### src/rtl/pps_sec_pulse_gen.sv
// Turns the asynchronous external 1PPS into a one-cycle second strobe in the clk domain,
// with period/tolerance validation, glitch rejection and optional synthetic holdover pulses.
module pps_sec_pulse_gen #(
  parameter int SYNC_STAGES = 3,
  parameter int CNT_W       = 32,
  parameter int STAT_W      = 16
) (
  input  logic              clk,
  input  logic              rst,
  input  logic              pps_in,
  input  logic              cfg_en,
  input  logic              cfg_falling,
  input  logic              cfg_holdover,
  input  logic [CNT_W-1:0]  cfg_period,
  input  logic [STAT_W-1:0] cfg_tol,
  output logic              sec_pulse_ed,
  output logic              pulse_synth,
  output logic              pps_valid,
  output logic [1:0]        state,
  output logic [CNT_W-1:0]  period_meas,
  output logic [STAT_W-1:0] missed_cnt,
  output logic [STAT_W-1:0] glitch_cnt
);

  typedef enum logic [1:0] {
    IDLE     = 2'd0,
    ACQUIRE  = 2'd1,
    LOCKED   = 2'd2,
    HOLDOVER = 2'd3
  } state_t;

  function automatic logic [STAT_W-1:0] sat_inc(input logic [STAT_W-1:0] v);
    return (v == {STAT_W{1'b1}}) ? v : v + {{(STAT_W-1){1'b0}}, 1'b1};
  endfunction

  logic [SYNC_STAGES-1:0] sync_q, sync_d;
  logic                   dly_q, dly_d;
  state_t                 state_q, state_d;
  logic [CNT_W-1:0]       cnt_q, cnt_d;
  logic [CNT_W:0]         per_q, per_d, lo_q, lo_d, hi_q, hi_d;
  logic                   pulse_q, pulse_d;
  logic                   synth_q, synth_d;
  logic                   valid_q, valid_d;
  logic [CNT_W-1:0]       meas_q, meas_d;
  logic [STAT_W-1:0]      missed_q, missed_d;
  logic [STAT_W-1:0]      glitch_q, glitch_d;

  logic [CNT_W:0]         tol_ext_s;
  logic [CNT_W:0]         ivl_s;
  logic                   edge_s;
  logic                   pulse_ok_s;
  logic                   in_win_s;

  // Synchroniser, edge detect and registered acceptance window
  always_comb begin
    sync_d    = {sync_q[SYNC_STAGES-2:0], pps_in};
    dly_d     = sync_q[SYNC_STAGES-1];
    edge_s    = cfg_falling ? (~sync_q[SYNC_STAGES-1] & dly_q)
                            : (sync_q[SYNC_STAGES-1] & ~dly_q);
    tol_ext_s = {{(CNT_W+1-STAT_W){1'b0}}, cfg_tol};
    per_d     = (cfg_period == {CNT_W{1'b0}}) ? {{CNT_W{1'b0}}, 1'b1} : {1'b0, cfg_period};
    lo_d      = (per_d > tol_ext_s) ? (per_d - tol_ext_s) : {{CNT_W{1'b0}}, 1'b1};
    hi_d      = per_d + tol_ext_s;
    ivl_s     = {1'b0, cnt_q} + {{CNT_W{1'b0}}, 1'b1};
    in_win_s  = (ivl_s >= lo_q) && (ivl_s <= hi_q);
    // a pulse in the previous cycle blocks a new one, so the strobe is never back-to-back
    pulse_ok_s = ~pulse_q;
  end

  // Lock state machine, strobe generation and statistics
  always_comb begin
    state_d  = state_q;
    pulse_d  = 1'b0;
    synth_d  = 1'b0;
    valid_d  = valid_q;
    meas_d   = meas_q;
    missed_d = missed_q;
    glitch_d = glitch_q;
    if (!cfg_en) begin
      state_d = IDLE;
      valid_d = 1'b0;
    end else begin
      case (state_q)
        IDLE: begin
          state_d = ACQUIRE;
          valid_d = 1'b0;
        end
        ACQUIRE: begin
          if (edge_s && pulse_ok_s) begin
            pulse_d = 1'b1;
            state_d = LOCKED;
            valid_d = 1'b0;
          end else begin
            state_d = ACQUIRE;
          end
        end
        LOCKED: begin
          if (edge_s && in_win_s && pulse_ok_s) begin
            pulse_d = 1'b1;
            meas_d  = ivl_s[CNT_W] ? {CNT_W{1'b1}} : ivl_s[CNT_W-1:0];
            valid_d = 1'b1;
          end else if (edge_s && (ivl_s < lo_q)) begin
            glitch_d = sat_inc(glitch_q);
          end else if ((ivl_s >= hi_q) && pulse_ok_s) begin
            valid_d = 1'b0;
            if (cfg_holdover) begin
              pulse_d  = 1'b1;
              synth_d  = 1'b1;
              missed_d = sat_inc(missed_q);
              state_d  = HOLDOVER;
            end else begin
              state_d = ACQUIRE;
            end
          end else begin
            state_d = LOCKED;
          end
        end
        HOLDOVER: begin
          if (edge_s && pulse_ok_s) begin
            pulse_d = 1'b1;
            valid_d = 1'b0;
            state_d = LOCKED;
          end else if ((ivl_s >= per_q) && pulse_ok_s) begin
            pulse_d  = 1'b1;
            synth_d  = 1'b1;
            missed_d = sat_inc(missed_q);
          end else begin
            state_d = HOLDOVER;
          end
        end
        default: begin
          state_d = IDLE;
          valid_d = 1'b0;
        end
      endcase
    end
    if (!cfg_en || (state_q == IDLE) || pulse_d) begin
      cnt_d = {CNT_W{1'b0}};
    end else if (cnt_q != {CNT_W{1'b1}}) begin
      cnt_d = cnt_q + {{(CNT_W-1){1'b0}}, 1'b1};
    end else begin
      cnt_d = cnt_q;
    end
  end

  // State and output registers
  always_ff @(posedge clk or posedge rst) begin
    if (rst) begin
      sync_q   <= '0;
      dly_q    <= 1'b0;
      state_q  <= IDLE;
      cnt_q    <= '0;
      per_q    <= '0;
      lo_q     <= '0;
      hi_q     <= '0;
      pulse_q  <= 1'b0;
      synth_q  <= 1'b0;
      valid_q  <= 1'b0;
      meas_q   <= '0;
      missed_q <= '0;
      glitch_q <= '0;
    end else begin
      sync_q   <= sync_d;
      dly_q    <= dly_d;
      state_q  <= state_d;
      cnt_q    <= cnt_d;
      per_q    <= per_d;
      lo_q     <= lo_d;
      hi_q     <= hi_d;
      pulse_q  <= pulse_d;
      synth_q  <= synth_d;
      valid_q  <= valid_d;
      meas_q   <= meas_d;
      missed_q <= missed_d;
      glitch_q <= glitch_d;
    end
  end

  assign sec_pulse_ed = pulse_q;
  assign pulse_synth  = synth_q;
  assign pps_valid    = valid_q;
  assign state        = state_q;
  assign period_meas  = meas_q;
  assign missed_cnt   = missed_q;
  assign glitch_cnt   = glitch_q;

endmodule

### config.mk
export PLATFORM = sky130hd
export DESIGN_NAME = pps_sec_pulse_gen
export DESIGN_NICKNAME = d
export VERILOG_FILES = /design/src/rtl/pps_sec_pulse_gen.sv
export SDC_FILE = /design/constraint.sdc
export NUM_CORES = 1
export LEC_CHECK = 0
export ABC_AREA = 0
export CAP_MARGIN = 20
export CORE_MARGIN = 2
export CORE_UTILIZATION = 40
export CTS_BUF_LIST = sky130_fd_sc_hd__clkbuf_8
export CTS_CLUSTER_DIAMETER = 40
export DETAILED_ROUTE_END_ITERATION = 8
export SLEW_MARGIN = 20
export SYNTH_ARGS = -nofsm -noshare
export SYNTH_HDL_FRONTEND = slang
export SYNTH_SLANG_ARGS = --single-unit
### constraint.sdc
create_clock -name clk -period 9.4 [get_ports clk]
set_clock_uncertainty 0.05 [all_clocks]
set_input_delay 1.41 -clock clk [delete_from_list [all_inputs] [get_ports clk]]
set_output_delay 1.41 -clock clk [all_outputs]
set_load 0.03 [all_outputs]
After elaboration in Yosys (flattened, before gate mapping)
Index checks and enable logic that the tools add are counted.
{ "totals": {"regBits": 203, "latch_bits": 0, "mem_bits_rw": 0, "mem_bits_ro": 0, "inputBits": 54, "output_inout_bits": 69, "word_cells": 112, "n_memories": 0} }
{ "op_classes": {"addsub": 6, "n_mul": 0, "n_div": 0, "order_cmp": 6, "eq_ne": 18, "n_shift": 0, "mux": 42, "bitwise_logic": 7, "reduce_logical": 20} }
{ "op_table": {"columns": ["operator", "n"], "rows": [
  ["two-way mux 32 bit", 4],
  ["two-way mux 16 bit", 7],
  [">= comparator 33 bit", 2],
  ["adder 32 x 1 -> 33 bit, second input constant", 1],
  ["adder 32 x 16 -> 33 bit", 1],
  [">= comparator 33 x 32 -> 1 bit", 1],
  ["less-or-equal comparator 33 bit", 1],
  ["less-than comparator 33 bit", 1],
  ["two-way mux 33 bit", 1],
  ["subtractor 32 x 16 -> 33 bit", 1],
  ["adder 16 x 1 -> 16 bit, second input constant", 2],
  ["adder 32 x 1 -> 32 bit, second input constant", 1],
  ["equality test 16 bit, second input constant", 2],
  ["> comparator 32 x 16 -> 1 bit", 1],
  ["logical NOT 32 bit", 1],
  ["inequality test 32 bit, second input constant", 1],
  ["one-hot mux 16 bit (2 select lines)", 1],
  ["two-way mux 1 bit", 17],
  ["two-way mux 2 bit", 8],
  ["inequality test 2 bit, second input constant", 6],
  ["inequality test 4 bit, second input constant", 3],
  ["AND reduction 3 bit", 3],
  ["one-hot mux 2 bit (4 select lines)", 1],
  ["AND reduction 8 bit", 1],
  ["other kinds (15)", 31]
]} }

Depth between registers and ports, before layout
Gate-level depths: netlist (run 1).
{ "logic_depth": {"ltp_word": 10, "ltp_mapped": 22, "mapped_depth_nobuf": 21} }

Worst setup path before layout (run 1)
OpenSTA, ideal clock, no wires.
{ "synth_path": {"path_type": "input-to-reg", "from": "input port cfg_period[16]", "to": "register hi_q[28]", "setup_ns": 0.133, "arrival_ns": 5.526, "required_time_ns": 9.217, "slack_ns": 3.691, "stages": 20, "n_path_buf": 1, "cell_sequence": "buf_6 -> or4_4 -> or3_4 -> nor4_4 -> or4b_4 -> nor4_4 -> nand2b_2 -> nor2_1 -> or2_2 -> ha_1 -> inv_1 -> fa_1 -> o21bai_1 -> a21oi_1 -> o21ai_0 -> a311oi_1 -> nor2b_1 -> a211o_1 -> nand4_1 -> xnor2_1"} }
{ "synth_between": {"elab_chain_len": 3} }
{ "synth_rtl": {"columns": ["element", "line_no", "text"], "rows": [
  ["start: declaration", "14", "input logic [CNT_W-1:0] cfg_period,"],
  ["logical NOT 32 bit", "61", "per_d = (cfg_period == {CNT_W{1'b0}}) ? {{CNT_W{1'b0}}, 1'b1} : {1'b0, cfg_period};"],
  ["two-way mux 32 bit", "61", null],
  ["named net per_d[0]", "40", "logic [CNT_W:0] per_q, per_d, lo_q, lo_d, hi_q, hi_d;"],
  ["adder 32 x 16 -> 33 bit", "63", "hi_d = per_d + tol_ext_s;"],
  ["named net hi_d[28]", "40", null],
  ["end signal: assignment", "169", "hi_q <= hi_d;"],
  ["end: declaration", "40", null]
]} }
The timed path passes the listed nets, and every way through them passes these cells.
A chain may end at the register's enable or synchronous reset.

Final worst setup path (run 1)
Ends and elaborated chain as after synthesis.

==> results by group, run 1 <==
Run status
  • Result of the run: finished clean

Timing
  • Least setup slack across all paths after layout: approximately 3 ns
  • Achievable Freq: ~0.16 GHz
  • Final hold viol count: 0
  • Worst hold margin: roughly 0.30 ns
  • Relative max-transition margin: around 33%
  • Transition time at the pin with the least slew margin: 1.00 ns
  • # setup viols final: 0
  • Setup TNS: 0 ns
  • Post-route clock period utilization: roughly two thirds
  • Minimum clock period after layout: 6.34 ns
  • Final Max Tran Viols: 0
  • Unrepaired setup endpoints after global routing: false

Yosys
  • Post-synth top flop: sky130_fd_sc_hd__dfrtp_1
  • Post-synthesis cell type with the largest combined area: sky130_fd_sc_hd__dfrtp_1
  • Syn nets: around 1500
  • Summed instance area of the synthesized netlist: 12100 µm²
  • Area contributors post-synth: sky130_fd_sc_hd__dfrtp_1 42%, sky130_fd_sc_hd__ha_1 14%, sky130_fd_sc_hd__xnor2_1 5.9%, sky130_fd_sc_hd__nor2_1 4.6%, sky130_fd_sc_hd__inv_1 4.2%
  • Mapped Avg Cell Area: 9.17 µm²
  • Post-synthesis sequential element count: 203
  • Seq/Total Area, Yosys: 41.9%
  • Main combinational cell family by area after synthesis: simple AND/OR/NAND/NOR gates
  • Synthesis warning total: 0
  • Compound-gate portion of the synthesized area: under 10%
  • Adder-Cell Fraction of Synth Area: between 10% and 20%
  • Basic-gate share of the synthesized area counting and, or, nand and nor cells: about a fifth
  • Cell with the most instances after synthesis: sky130_fd_sc_hd__dfrtp_1
  • Count of unique library cells instantiated by Yosys: 64
  • Post-Synthesis Cells: 1321
  • Top cells by instance count after synthesis: 203 x sky130_fd_sc_hd__dfrtp_1, 149 x sky130_fd_sc_hd__nor2_1, 135 x sky130_fd_sc_hd__inv_1
  • Share of flip-flops with an asynchronous set or reset: 100%
  • Post-synth top area share: roughly two fifths
  • Mux contribution to synthesized area: less than 1%
  • Xor/xnor share of the synthesized area: 8.46%
  • Number of enable-type register cells in the synthesized netlist: 0

Route
  • Per-cell via count in the routed design: 5.07
  • Total met3 wirelength after detailed routing: approximately 1.3 mm
  • Antenna viol nets, final: 0
  • Highest routing layer actually used: met4
  • Wire per inst: roughly 16 µm
  • Vias after detailed routing: a little over 9000
  • Detailed route wirelength on metal2: around 12 mm
  • Starting DRC count in detailed routing: between 500 and 600
  • Total DRC errors in the routed layout: 0
  • Met1 layer wirelength in the final routing: 14.6 mm
  • Number of iterations in the first detailed-routing pass: 5
  • Wire length after detailed routing: 29.3 mm

Floorplan
  • Width of the die: 178 µm
  • Number of I/O pins: between 100 and 150
  • Row count: 63
  • Die Area: ~32000 µm²
  • Effective utilization at floorplan: about 41%
  • Area of the core: 29700 µm²
  • Floorplan die height: approximately 180 µm

Placed design
  • Sum of net half-perimeters after detailed placement: roughly 23 mm
  • Post-place instance area: about 14000 µm²
  • Buffers on Ports: 122
  • Final GP Congestion: ~0.84
  • Dpl ws: roughly 2.5 ns

Critical path
  • Critical path, cell by cell: clkdlybuf4s50_1 > or4_4 > or3_4 > nor4_4 > or4b_4 > nor4_4 > nand2b_2 > nor2_1 > or2_2 > ha_1 > inv_1 > fa_1 > o21bai_1 > a21oi_1 > o21ai_0 > a311oi_1 > nor2b_1 > a211o_1 > nand4_1 > xnor2_1
  • Critical-path top delay cell: sky130_fd_sc_hd__or4_4
  • Critical Path RT: between 9 and 10 ns
  • Critical Setup Path Class: in -> reg
  • Path depth of the worst reg2reg path: 16
  • Delay of the slowest cell on the worst path: ~0.62 ns
  • Crit path launch type: primary input
  • Arrival time at the worst endpoint: ~6.7 ns
  • End point of the critical path: hi_q[28]
  • Reg-to-reg endpoint: missed_cnt[1]
  • Crit path capture type: flop
  • Register-to-register setup slack: between 3 and 4 ns
  • Launch point of the critical path: cfg_period[16]
  • Most used cell, CP: sky130_fd_sc_hd__nor4_4
  • Largest driver fanout on the critical path: 9
  • R2R Path Start: cnt_q[0]

Clock network
  • Clock insertion delay at the later pin of the skew report: ~0.54 ns
  • Count of buffers added by post-CTS timing repair for setup: 0
  • Maximum clock insertion buffer count: 3
  • Hold-fix buffers, CTS: 0
  • TritonCTS clock tree: built
  • H-tree depth: 2
  • Root Driver: sky130_fd_sc_hd__clkbuf_8
  • Number of cells upsized or downsized after cts: 0
  • CTS clk-pin slew, worst paths: 0.05 ns
  • Total CTS buffers: 40
  • Sinks on Clock Net: roughly 200

Global routing
  • Global router's overall resource usage: about a fifth
  • Overflow left after global routing: 0
  • Wire length of the first global-routing pass: around 48 mm
  • Number of global-route vias before repair: about 9200
  • Pin count of the biggest net entering global routing: 80
  • Antenna violations before repair: 0

Power
  • Leakage power: between 6 and 7 nW
  • Largest vdd supply drop: about 73 µV
  • Power per cell area: approximately 160 nW/µm²

Hold path
  • Class of the most critical hold timing path: reg -> reg

Cells and area
  • Synthesis-to-layout area growth: 19.8%
  • Net count reported at finish: 1608
  • Antenna diode count: 0
  • Area of all placed cells without fillers: 14500 µm²
  • Share of layout cells above drive strength 1: 5.87%
  • Combined area of the multi-input logic cells: approximately 6300 µm²
  • Layout filler cell count: around 2800
  • Sequential Area: around 5100 µm²

Run
  • Max-cap check violation count: 0
==> placed cells by master, fill, tap and decap left out, types with 8 or more instances in the layout <==
cell type	Yosys	final
sky130_fd_sc_hd__a211oi_1	8	8
sky130_fd_sc_hd__nand2b_1	14	14
sky130_fd_sc_hd__nand2_1	97	97
sky130_fd_sc_hd__ha_1	133	133
sky130_fd_sc_hd__a21o_1	11	11
sky130_fd_sc_hd__nand4_1	46	46
sky130_fd_sc_hd__o21ai_0	63	63
sky130_fd_sc_hd__nor4_1	12	12
sky130_fd_sc_hd__clkbuf_8	0	50
sky130_fd_sc_hd__nor3_1	28	27
sky130_fd_sc_hd__xnor2_1	82	82
sky130_fd_sc_hd__xor2_1	35	35
sky130_fd_sc_hd__and3_1	17	17
sky130_fd_sc_hd__a21oi_1	58	58
sky130_fd_sc_hd__nand3_1	47	46
sky130_fd_sc_hd__clkdlybuf4s50_1	0	122
sky130_fd_sc_hd__nor2b_1	19	19
sky130_fd_sc_hd__dfrtp_1	203	203
sky130_fd_sc_hd__and4_1	10	10
sky130_fd_sc_hd__nor2_1	149	149
sky130_fd_sc_hd__inv_1	135	140
==> routing by layer <==
metal	GRT usage [%]	up-vias
met5	0	-
met4	7.45	0
met3	2.71	68
met2	28.6	217
met1	27.8	4356
li1	-	4673
==> state kept, by name, indices dropped and copies added, names as in the netlist <==
name and count:
dly_q 1, pulse_synth 1, lo_q 33, per_q 32
glitch_cnt 16, missed_cnt 16, sync_q 3, state 2
cnt_q 32, sec_pulse_ed 1, hi_q 33, period_meas 32
pps_valid 1
==> worst min-delay path by stage <==
stage | to | start | cells past startpoint | slack (ns)
global route | sync_q[2] | sync_q[1] | 0 | 0.31
CTS | sync_q[2] | sync_q[1] | 0 | 0.30
detailed placement | sync_q[1] | sync_q[0] | 0 | 0.29
finish | sync_q[1] | sync_q[0] | 0 | 0.30
global placement | sync_q[2] | sync_q[1] | 0 | 0.28
floorplan | sync_q[1] | sync_q[0] | 0 | 0.28
==> where the power goes <==
part / leakage (nW) / internal (W) / switching (W) / total (W)
combinational: 3.70 / 0.000131 / 0.000197 / 0.000327
clock: 0.483 / 0.000620 / 0.000385 / 0.00101
sequential: 2.60 / 0.000930 / 0.0000310 / 0.000961
total: 6.78 / 0.00168 / 0.000612 / 0.00229
==> worst max-delay path: cells and delay by family <==
| family | cells | cell delay [ns] |
|---|---|---|
| compound gates | 5 | 1.15 |
| xor+xnor | 1 | 0.15 |
| fa+ha+maj | 2 | 0.57 |
| buf+inv | 2 | 0.65 |
| simple gates | 10 | 2.75 |
==> stage by stage <==
stage,util [%],instances,total power (W)
global placement,45.7,1767,0.00130
CTS,48.8,1837,0.00232
detailed placement,45.7,1767,0.00130
global route,48.8,1837,0.00241
floorplan,-,1321,0.00119
finish,48.8,1837,0.00229
==> kinds of logic (layout without fill, tap and decap cells) <==
logic type | after synthesis | count (layout)
flip-flops | 203 | 203
AO/OA/AOI/OAI | 184 | 184
AND/OR/NAND/NOR | 474 | 474
adder cells (fa/ha/maj) | 135 | 135
buffers and inverters | 205 | 331
multiplexers | 3 | 3
XOR/XNOR | 117 | 117
==> layout make-up <==
| cell class | count | area share, % |
|---|---|---|
| multi-input cells | 913 | 43.1 |
| clock buffers | 50 | 4.74 |
| clock inverters | 20 | 1.62 |
| inverters | 135 | 3.54 |
| well taps | 390 | 3.36 |
| repair buffers | 126 | 8.62 |
| flip-flops and latches | 203 | 35.0 |
(Power assumes the default switching activity.)
==> run 2: changes to the inputs <==
==> constraint.sdc (replaced) <==
create_clock -name clk -period 5.7 [get_ports clk]
set_clock_uncertainty 0.05 [all_clocks]
set_input_delay 0.855 -clock clk [delete_from_list [all_inputs] [get_ports clk]]
set_output_delay 0.855 -clock clk [all_outputs]
set_load 0.03 [all_outputs]
==> run 2 against run 1 <==
  * Sequential power is 64% higher
  * Wire length is 2.1% higher
  * Critical path depth is 1 higher
  * Critical path type unchanged
==> results by group, run 2 (synthesis gave the netlist of run 1 again) <==
Hold path
  • Hold path start: sync_q[1]
  • Class of the most critical hold timing path: reg -> reg
  • Hold Path Stages: 0
  • Capture endpoint of the worst hold path: sync_q[2]

Cells and area
  • Final non-filler cell total: between 1500 and 2000
  • Biggest regs: hi_q: 33 flops, lo_q: 33 flops
  • Commonest non-fill, non-tap cell in the layout: sky130_fd_sc_hd__dfrtp_1
  • Area of all placed cells without fillers: between 10000 and 15000 µm²
  • Finished Core Util: about half
  • Antenna diode count: 0
  • Share of layout cells above drive strength 1: under 10%
  • Synthesis-to-layout area growth: 21.7%
  • Highest-count cells in the layout ignoring fill and taps: 203 x sky130_fd_sc_hd__dfrtp_1, 149 x sky130_fd_sc_hd__nor2_1, 142 x sky130_fd_sc_hd__inv_1
  • Net count reported at finish: 1649

Clock network
  • Hold-fix buffers, CTS: 0
  • Count of buffers added by post-CTS timing repair for setup: 0
  • Sinks on Clock Net: between 200 and 250
  • Clock insertion delay at the later pin of the skew report: roughly 0.54 ns
  • Total CTS buffers: 39
  • Number of cells upsized or downsized after cts: 0
  • Root Driver: sky130_fd_sc_hd__clkbuf_8
  • Maximum clock insertion buffer count: 3
  • H-tree depth: 2
  • CTS clk-pin slew, worst paths: around 0.06 ns
  • TritonCTS clock tree: built

Critical path
  • Reg-to-reg endpoint: missed_cnt[5]
  • Crit path launch type: primary input
  • Crit path capture type: flop
  • Critical Setup Path Class: in -> reg
  • Arrival time at the worst endpoint: roughly 5.6 ns
  • R2R Path Start: cnt_q[0]
  • Critical Path RT: ~6 ns
  • Delay of the slowest cell on the worst path: around 0.56 ns
  • Path depth of the worst reg2reg path: 18
  • Critical-path top delay cell: sky130_fd_sc_hd__or4_4
  • Largest driver fanout on the critical path: 7
  • Register-to-register setup slack: around 0.62 ns
  • Most used cell, CP: sky130_fd_sc_hd__nor4_4
  • Critical path, cell by cell: clkdlybuf4s50_1 > or4_4 > or3_4 > nor4_4 > or4b_4 > nor4_4 > nand2b_2 > nor2_1 > or2_2 > ha_1 > inv_1 > fa_1 > o21bai_1 > a21oi_1 > o21ai_0 > buf_4 > a311oi_1 > nor2b_1 > a211o_1 > nand4_1 > xnor2_1

Timing
  • Final Max Tran Viols: 0
  • Minimum clock period after layout: roughly 5.2 ns
  • Unrepaired setup endpoints after global routing: false
  • Final hold viol count: 0
  • Transition time at the pin with the least slew margin: approximately 0.94 ns
  • Achievable Freq: a little under 0.2 GHz
  • # setup viols final: 0
  • Setup TNS: 0 ns
  • Post-route clock period utilization: about 91%
  • Relative max-transition margin: 35.4%

Global routing
  • Global router's overall resource usage: approximately a fifth
  • Wire length of the first global-routing pass: a little under 50 mm
  • Pin count of the biggest net entering global routing: between 150 and 200
  • Number of global-route vias before repair: ~9300
  • Overflow left after global routing: 0
  • Antenna violations before repair: 0

Floorplan
  • Floorplan die height: roughly 180 µm
  • Number of I/O pins: between 100 and 150
  • Width of the die: between 150 and 200 µm
  • Die Area: 31700 µm²
  • Effective utilization at floorplan: between 40% and 50%
  • Area of the core: ~30000 µm²
  • Row count: 63

Power
  • Power per cell area: 250 nW/µm²
  • Largest vdd supply drop: ~100 µV
  • Leakage power: 6.96 nW

Run status
  • Result of the run: finished clean

Placed design
  • Buffers on Ports: ~120
  • Final GP Congestion: around 0.88
  • Cell Count Post-Placement: between 1500 and 2000
  • Post-place instance area: around 14000 µm²
  • Sum of net half-perimeters after detailed placement: around 23 mm

Route
  • Wire per inst: about 16 µm
  • Total DRC errors in the routed layout: 0
  • Antenna viol nets, final: 0
  • Vias after detailed routing: about 9400
  • Number of iterations in the first detailed-routing pass: 5
  • Per-cell via count in the routed design: 5.03
  • Starting DRC count in detailed routing: around 550
  • Wire length after detailed routing: 30.0 mm

Run
  • Max-cap check violation count: 0
## run 2: cell types whose count changed in the layout (fill, tap and decap cells not counted)
cell,previous run,this run
sky130_fd_sc_hd__inv_8,1,0
sky130_fd_sc_hd__buf_12,0,1
sky130_fd_sc_hd__buf_4,4,45
sky130_fd_sc_hd__nand3_4,1,0
sky130_fd_sc_hd__clkinv_2,3,4
sky130_fd_sc_hd__nand3_2,0,1
sky130_fd_sc_hd__inv_1,140,142
sky130_fd_sc_hd__clkinvlp_4,4,2
sky130_fd_sc_hd__inv_6,1,0
sky130_fd_sc_hd__bufinv_16,5,3
## run 2: area by class of cell
class | count | area, µm²
well taps | 390 | 488
clock inverters | 17 | 156
inverters | 135 | 510
fillers | 2793 | 15000
multi-input cells | 913 | 6240
clock buffers | 50 | 688
repair buffers | 168 | 1580
flip-flops and latches | 203 | 5080
## run 2: layer usage
layer	wire [µm]	track usage [%]
met1	14700	28.9
met2	12900	29.6
met3	1620	3.35
met4	683	5.81
met5	0	0
## run 2: stage by stage
stage | power (W) | setup WS, ns | hold slack (ns)
2_1_floorplan | 0.00196 | 0.546 | 0.281
3_3_place_gp | 0.00216 | 0.0416 | 0.284
3_5_place_dp | 0.00217 | -0.0524 | 0.289
4_1_cts | 0.00372 | 0.508 | 0.302
5_1_grt | 0.00387 | 0.161 | 0.305
6_report | 0.00369 | 0.511 | 0.299
## run 2: worst max path at each step
stage / slack, ns / start / end
final: 0.51 / cfg_period[16] / hi_q[28]
after global routing: 0.16 / cfg_period[16] / hi_q[28]
after CTS: 0.51 / cfg_period[16] / hi_q[28]
after detailed placement: -0.05 / cfg_period[16] / hi_q[28]
after global placement: 0.04 / cfg_period[16] / hi_q[30]
after floorplan: 0.55 / cfg_period[16] / hi_q[28]
## run 2: where the power goes
group | switching, W | leakage [nW] | total, W | internal (W)
combinational | 0.000331 | 3.90 | 0.000563 | 0.000232
sequential | 0.0000493 | 2.60 | 0.00158 | 0.00153
clock | 0.000617 | 0.464 | 0.00154 | 0.000922
## run 2: worst max-delay path: cells and delay by family
family,cells,cell delay [ns]
buffers and inverters,3,0.66
XOR/XNOR,1,0.15
AND/OR/NAND/NOR,10,2.55
AO/OA/AOI/OAI,5,0.81
adder cells (fa/ha/maj),2,0.54
